[src/rtl/sol32_pkg.sv]
// sol32_pkg
//   Shared types and default widths for the sol32 memory-side blocks.
//   arb_state_t : arbiter FSM states
//   owner_t     : which requester owns the transaction in flight
package sol32_pkg;

  localparam int unsigned SOL32_ADDR_W = 32;
  localparam int unsigned SOL32_DATA_W = 32;

  typedef enum logic [1:0] {
    IDLE  = 2'd0,
    ISSUE = 2'd1,
    WAIT  = 2'd2
  } arb_state_t;

  typedef enum logic {
    OWNER_IF = 1'b0,
    OWNER_D  = 1'b1
  } owner_t;

endpackage

[src/rtl/sol32_arb_watchdog.sv]
// sol32_arb_watchdog
//   Cycle counter that flags when it has counted LIMIT enabled cycles
//   since the last clear. LIMIT = 0 disables the expire output.
//   Clock  : rising-edge clock
//   Reset  : asynchronous active-high reset
//   Clear  : synchronous clear of the count (wins over Enable)
//   Enable : count this cycle
//   Expire : count has reached LIMIT while enabled
module sol32_arb_watchdog #(
  parameter int unsigned LIMIT = 255
) (
  input  logic Clock,
  input  logic Reset,
  input  logic Clear,
  input  logic Enable,
  output logic Expire
);

  localparam int unsigned CW = $clog2(LIMIT + 2);

  logic [CW-1:0] count;

  always_ff @(posedge Clock or posedge Reset) begin
    if (Reset) begin
      count <= '0;
    end else if (Clear) begin
      count <= '0;
    end else if (Enable && (count != CW'(LIMIT))) begin
      count <= count + 1'b1;
    end
  end

  always_comb begin
    Expire = (LIMIT != 0) && Enable && (count == CW'(LIMIT));
  end

endmodule

[src/rtl/sol32_mem_arbiter.sv]
// sol32_mem_arbiter
//   Shares one memory port between instruction fetch (If*) and load/store
//   (D*). One transaction at a time; data side has priority, but after
//   MAX_DATA_STREAK consecutive data grants with a fetch waiting, fetch wins.
//   A watchdog ends a WAIT that exceeds TIMEOUT cycles with BusError.
//   Clock/Reset        : rising-edge clock, async active-high reset
//   IfReq/IfAddr       : fetch request; IfAccept/IfValid pulses back
//   DReq/DWrite/DAddr/DWData : data request; DAccept/DValid pulses back
//   RData/BusError     : shared response data, watchdog termination flag
//   Mem*               : unified memory port (req/ready, valid/rdata)
module sol32_mem_arbiter
  import sol32_pkg::*;
#(
  parameter int unsigned ADDR_W          = SOL32_ADDR_W,
  parameter int unsigned DATA_W          = SOL32_DATA_W,
  parameter int unsigned MAX_DATA_STREAK = 4,
  parameter int unsigned TIMEOUT         = 255
) (
  input  logic              Clock,
  input  logic              Reset,
  input  logic              IfReq,
  input  logic [ADDR_W-1:0] IfAddr,
  output logic              IfAccept,
  output logic              IfValid,
  input  logic              DReq,
  input  logic              DWrite,
  input  logic [ADDR_W-1:0] DAddr,
  input  logic [DATA_W-1:0] DWData,
  output logic              DAccept,
  output logic              DValid,
  output logic [DATA_W-1:0] RData,
  output logic              BusError,
  output logic              MemReq,
  output logic              MemWrite,
  output logic [ADDR_W-1:0] MemAddr,
  output logic [DATA_W-1:0] MemWData,
  input  logic              MemReady,
  input  logic              MemValid,
  input  logic [DATA_W-1:0] MemRData
);

  localparam int unsigned SW = $clog2(MAX_DATA_STREAK + 2);

  arb_state_t        state;
  owner_t            owner;
  logic [ADDR_W-1:0] addr_q;
  logic [DATA_W-1:0] wdata_q;
  logic              write_q;
  logic [SW-1:0]     dstreak;

  logic grant_d;
  logic grant_if;
  logic expire;
  logic wait_done;

  sol32_arb_watchdog #(
    .LIMIT (TIMEOUT)
  ) u_watchdog (
    .Clock  (Clock),
    .Reset  (Reset),
    .Clear  (state != WAIT),
    .Enable (state == WAIT),
    .Expire (expire)
  );

  always_comb begin
    grant_d   = DReq && !(IfReq && (dstreak == SW'(MAX_DATA_STREAK)));
    grant_if  = !grant_d && IfReq;
    wait_done = (state == WAIT) && (MemValid || expire);

    // Accept is combinational from the requests, so it is masked while
    // Reset is held to keep every output low during reset.
    DAccept  = !Reset && (state == IDLE) && grant_d;
    IfAccept = !Reset && (state == IDLE) && grant_if;

    DValid   = wait_done && (owner == OWNER_D);
    IfValid  = wait_done && (owner == OWNER_IF);
    BusError = (state == WAIT) && !MemValid && expire;
    RData    = ((state == WAIT) && MemValid) ? MemRData : '0;

    MemReq   = (state == ISSUE);
    MemWrite = (state == ISSUE) && write_q;
    MemAddr  = addr_q;
    MemWData = wdata_q;
  end

  always_ff @(posedge Clock or posedge Reset) begin
    if (Reset) begin
      state   <= IDLE;
      owner   <= OWNER_IF;
      addr_q  <= '0;
      wdata_q <= '0;
      write_q <= 1'b0;
      dstreak <= '0;
    end else begin
      case (state)
        IDLE: begin
          if (grant_d) begin
            owner   <= OWNER_D;
            addr_q  <= DAddr;
            wdata_q <= DWData;
            write_q <= DWrite;
            state   <= ISSUE;
            if (!IfReq) begin
              dstreak <= '0;
            end else if (dstreak != SW'(MAX_DATA_STREAK)) begin
              dstreak <= dstreak + 1'b1;
            end
          end else if (grant_if) begin
            owner   <= OWNER_IF;
            addr_q  <= IfAddr;
            wdata_q <= '0;
            write_q <= 1'b0;
            dstreak <= '0;
            state   <= ISSUE;
          end
        end
        ISSUE: begin
          if (MemReady) begin
            state <= WAIT;
          end
        end
        WAIT: begin
          if (wait_done) begin
            state <= IDLE;
          end
        end
        default: state <= IDLE;
      endcase
    end
  end

endmodule

[config.mk]
export PLATFORM = sky130hd
export DESIGN_NAME = sol32_mem_arbiter
export DESIGN_NICKNAME = d
export VERILOG_FILES = /design/src/rtl/sol32_pkg.sv /design/src/rtl/sol32_arb_watchdog.sv /design/src/rtl/sol32_mem_arbiter.sv
export SDC_FILE = /design/constraint.sdc
export NUM_CORES = 1
export LEC_CHECK = 0
export ABC_AREA = 1
export BUFFER_PORTS_ARGS = -buffer_cell sky130_fd_sc_hd__buf_2
export CAP_MARGIN = 20
export CORE_ASPECT_RATIO = 2
export CORE_UTILIZATION = 44
export DETAILED_ROUTE_END_ITERATION = 6
export PLACE_DENSITY = 0.89
export SYNTH_ARGS = -nofsm -noshare
export SYNTH_HDL_FRONTEND = slang
export SYNTH_SLANG_ARGS = --single-unit
[constraint.sdc]
create_clock -name Clock -period 3.6 [get_ports Clock]
set_input_delay 0.54 -clock Clock [delete_from_list [all_inputs] [get_ports Clock]]
set_output_delay 0.54 -clock Clock [all_outputs]
set_load 0.01 [all_outputs]
==> out/qor.csv <==
metric;value;unit
status;complete, no violations;
hold_viol;0;
design_power_total;4.01;mW
placed_cell_area;5190;sq um
maxSlewHeadroom;45.1;%
port_buffers;237;
clock_skew;0.00839;ns
pwr-share-clk;24.1;%
antenna_found_initial;0;
die_y;137;um
crit_path_end_kind;output port;
cp.required;3.06;ns
drc;0;
ctsResizeCount;0;
cts_tree;done;
seq_area_frac_synth;49.9;%
met2_usage;42.4;%
grt-busiest-layer;met2;
firstDrtPassIters;4;
worst_slack;1.11;ns
ios;238;
grt_first_pass_wirelength;16500;um
yosysWarnings;0;
routed_via_density;4.70;
p_switching;1.52;mW
yosysTopAreaCell;dfrtp_1;
syn_avg_cell_area;7.24;sq um
worstSetupStartpointType;register;
internal_power;2.49;mW
num_vias;4173;
rsz0062_at_grt;false;
p_leak;3.45;nW
globalRouteMet3Util;4.12;%
fillers;792;
synth_edf_count;0;
setup_viol;0;
path_max_fanout;6;
gr-usage-all-layers;22.0;%
clkSinkCount;80;
finalNetCount;921;
synth.area.top_cells;dfrtp_1 (50%), nand2_1 (21%), inv_1 (7.8%);
coreArea;8890;sq um
fmax;402;MHz
comb_power_share;38.6;%
grt_max_degree;68;
start_util;45.1;%
drv_slew;0;
yosysUniqueCellTypes;26;
gp_congestion;0.838;
drive_gt1_share;33.6;%
tns;0;ns
synth_cells;554;
pwr-share-seq;37.3;%
fin_util;62.0;%
cp.arrival;1.95;ns
final_cell_area;5510;sq um
insertion_delay;0.33;ns
clk_pin_slew;0.06;ns
p_sw_share;37.8;%
wire_per_inst;12.1;um
ctsHoldBuffers;0;
overflow;0;
post-route-min-period;2.49;ns
postCtsSetupRepairBufs;0;
h-tree-depth;3;
placedCellCount;873;
grt_pass1_vias;3743;
antenna_cells;0;
drt_iter0_drc;271;
cts_buffers;9;
whs;0.167;ns
dieArea;9520;sq um
ant_nets;0;
die_w;69.5;um
fin_crit_sh;69.1;%
hp-class;input port to async pin;
row_count;49;
met1_usage;22.2;%
place_ws;1.35;ns
layout_common_cells;buf_2 (237), nand2_1 (220), inv_1 (82);
critPathKind;register to output port;
netlist_area;4010;sq um
power.density;728;nW/um^2
worst_slew_pin_slew;0.822;ns
synth_top_area_share;49.9;%
clock-root-buffer;clkbuf_16;
dp_hpwl;8270;um
area_growth;37.4;%
wirelength;10800;um
layout_commonest_cell;buf_2;
instances_no_fill;888;
async_flop_share;100;%
ys.flop_type;dfrtp_1;
ys_seq_elements;80;
ir_drop;375;uV
drv_cap;0;
syn_nets;693;
clockBufferDepth;2;
[worst paths after layout]
kind                                      from      endpoint  slack (ns)  cells past startpoint
max                        u_watchdog.count[0]        DValid        1.11                      7
min                                      Reset  MemWData[27]        0.17                      2
max reg2reg                         dstreak[0]    dstreak[1]        1.42                      7
min reg2reg                       MemWData[25]  MemWData[25]        0.47                      2
max in group asynchronous                Reset       write_q        2.33                      3
min in group Clock                  DWData[26]  MemWData[26]        0.41                      3
[state kept, by name, summed over array words and instances, names as in the netlist]
register / count
MemAddr: 32
MemWData: 32
u_watchdog.count: 9
dstreak: 3
state: 2
owner: 1
write_q: 1
[cell usage after synthesis, types with 2 or more instances]
library cell	number
a21oi_1	8
clkbuf_1	3
o21ai_1	29
o21ai_0	8
dfrtp_1	80
ha_1	4
buf_6	4
nor2_2	2
nor2_1	79
inv_1	83
nand3_1	5
o21bai_1	2
buf_2	11
nor3_1	2
nand2_1	220
buf_4	4
[power groups by stage]
stage / clock [mW] / combinational (mW) / sequential [mW]
6_report: 0.967 / 1.55 / 1.49
5_1_grt: 1.02 / 1.75 / 1.53
4_1_cts: 0.989 / 1.58 / 1.49
3_5_place_dp: 0 / 1.58 / 1.50
3_3_place_gp: 0 / 1.53 / 1.50
2_1_floorplan: 0 / 0.785 / 1.64
[final cells by class]
| cell class | instances | area [sq um] | area share, % |
|---|---|---|---|
| Tap cell | 102 | 128 | 2.32 |
| Inverter | 84 | 317 | 5.74 |
| Clock inverter | 5 | 81.3 | 1.48 |
| Sequential cell | 80 | 2000 | 36.3 |
| Clock buffer | 10 | 239 | 4.34 |
| Multi-Input combinational cell | 367 | 1540 | 27.9 |
| Timing Repair Buffer | 240 | 1210 | 21.9 |
[kinds of logic (layout without fill, tap and decap cells)]
kind of cell / after synthesis / in the layout / share of synthesized area, %
AND/OR/NAND/NOR: 313 / 313 / 30.3
buffers and inverters: 107 / 339 / 11.8
flip-flops: 80 / 80 / 49.9
AO/OA/AOI/OAI: 50 / 50 / 6.77
adder cells (fa/ha/maj): 4 / 4 / 1.25
[layer usage]
metal  wire length [um]  part of all wire (%)
met1               3780                    35
met2               5960                    55
met3                739                   6.9
met4                294                   2.7
met5                  0                     0
[critical path, cell delays in order (launching register included)]
cell and delay [ns]:
dfrtp_1 0.37, ha_1 0.20, nand3_1 0.09, nor3_1 0.21
ha_1 0.30, nand2_1 0.14, a21oi_1 0.16, buf_2 0.15
Note: power is estimated with default switching activity, not from simulation.
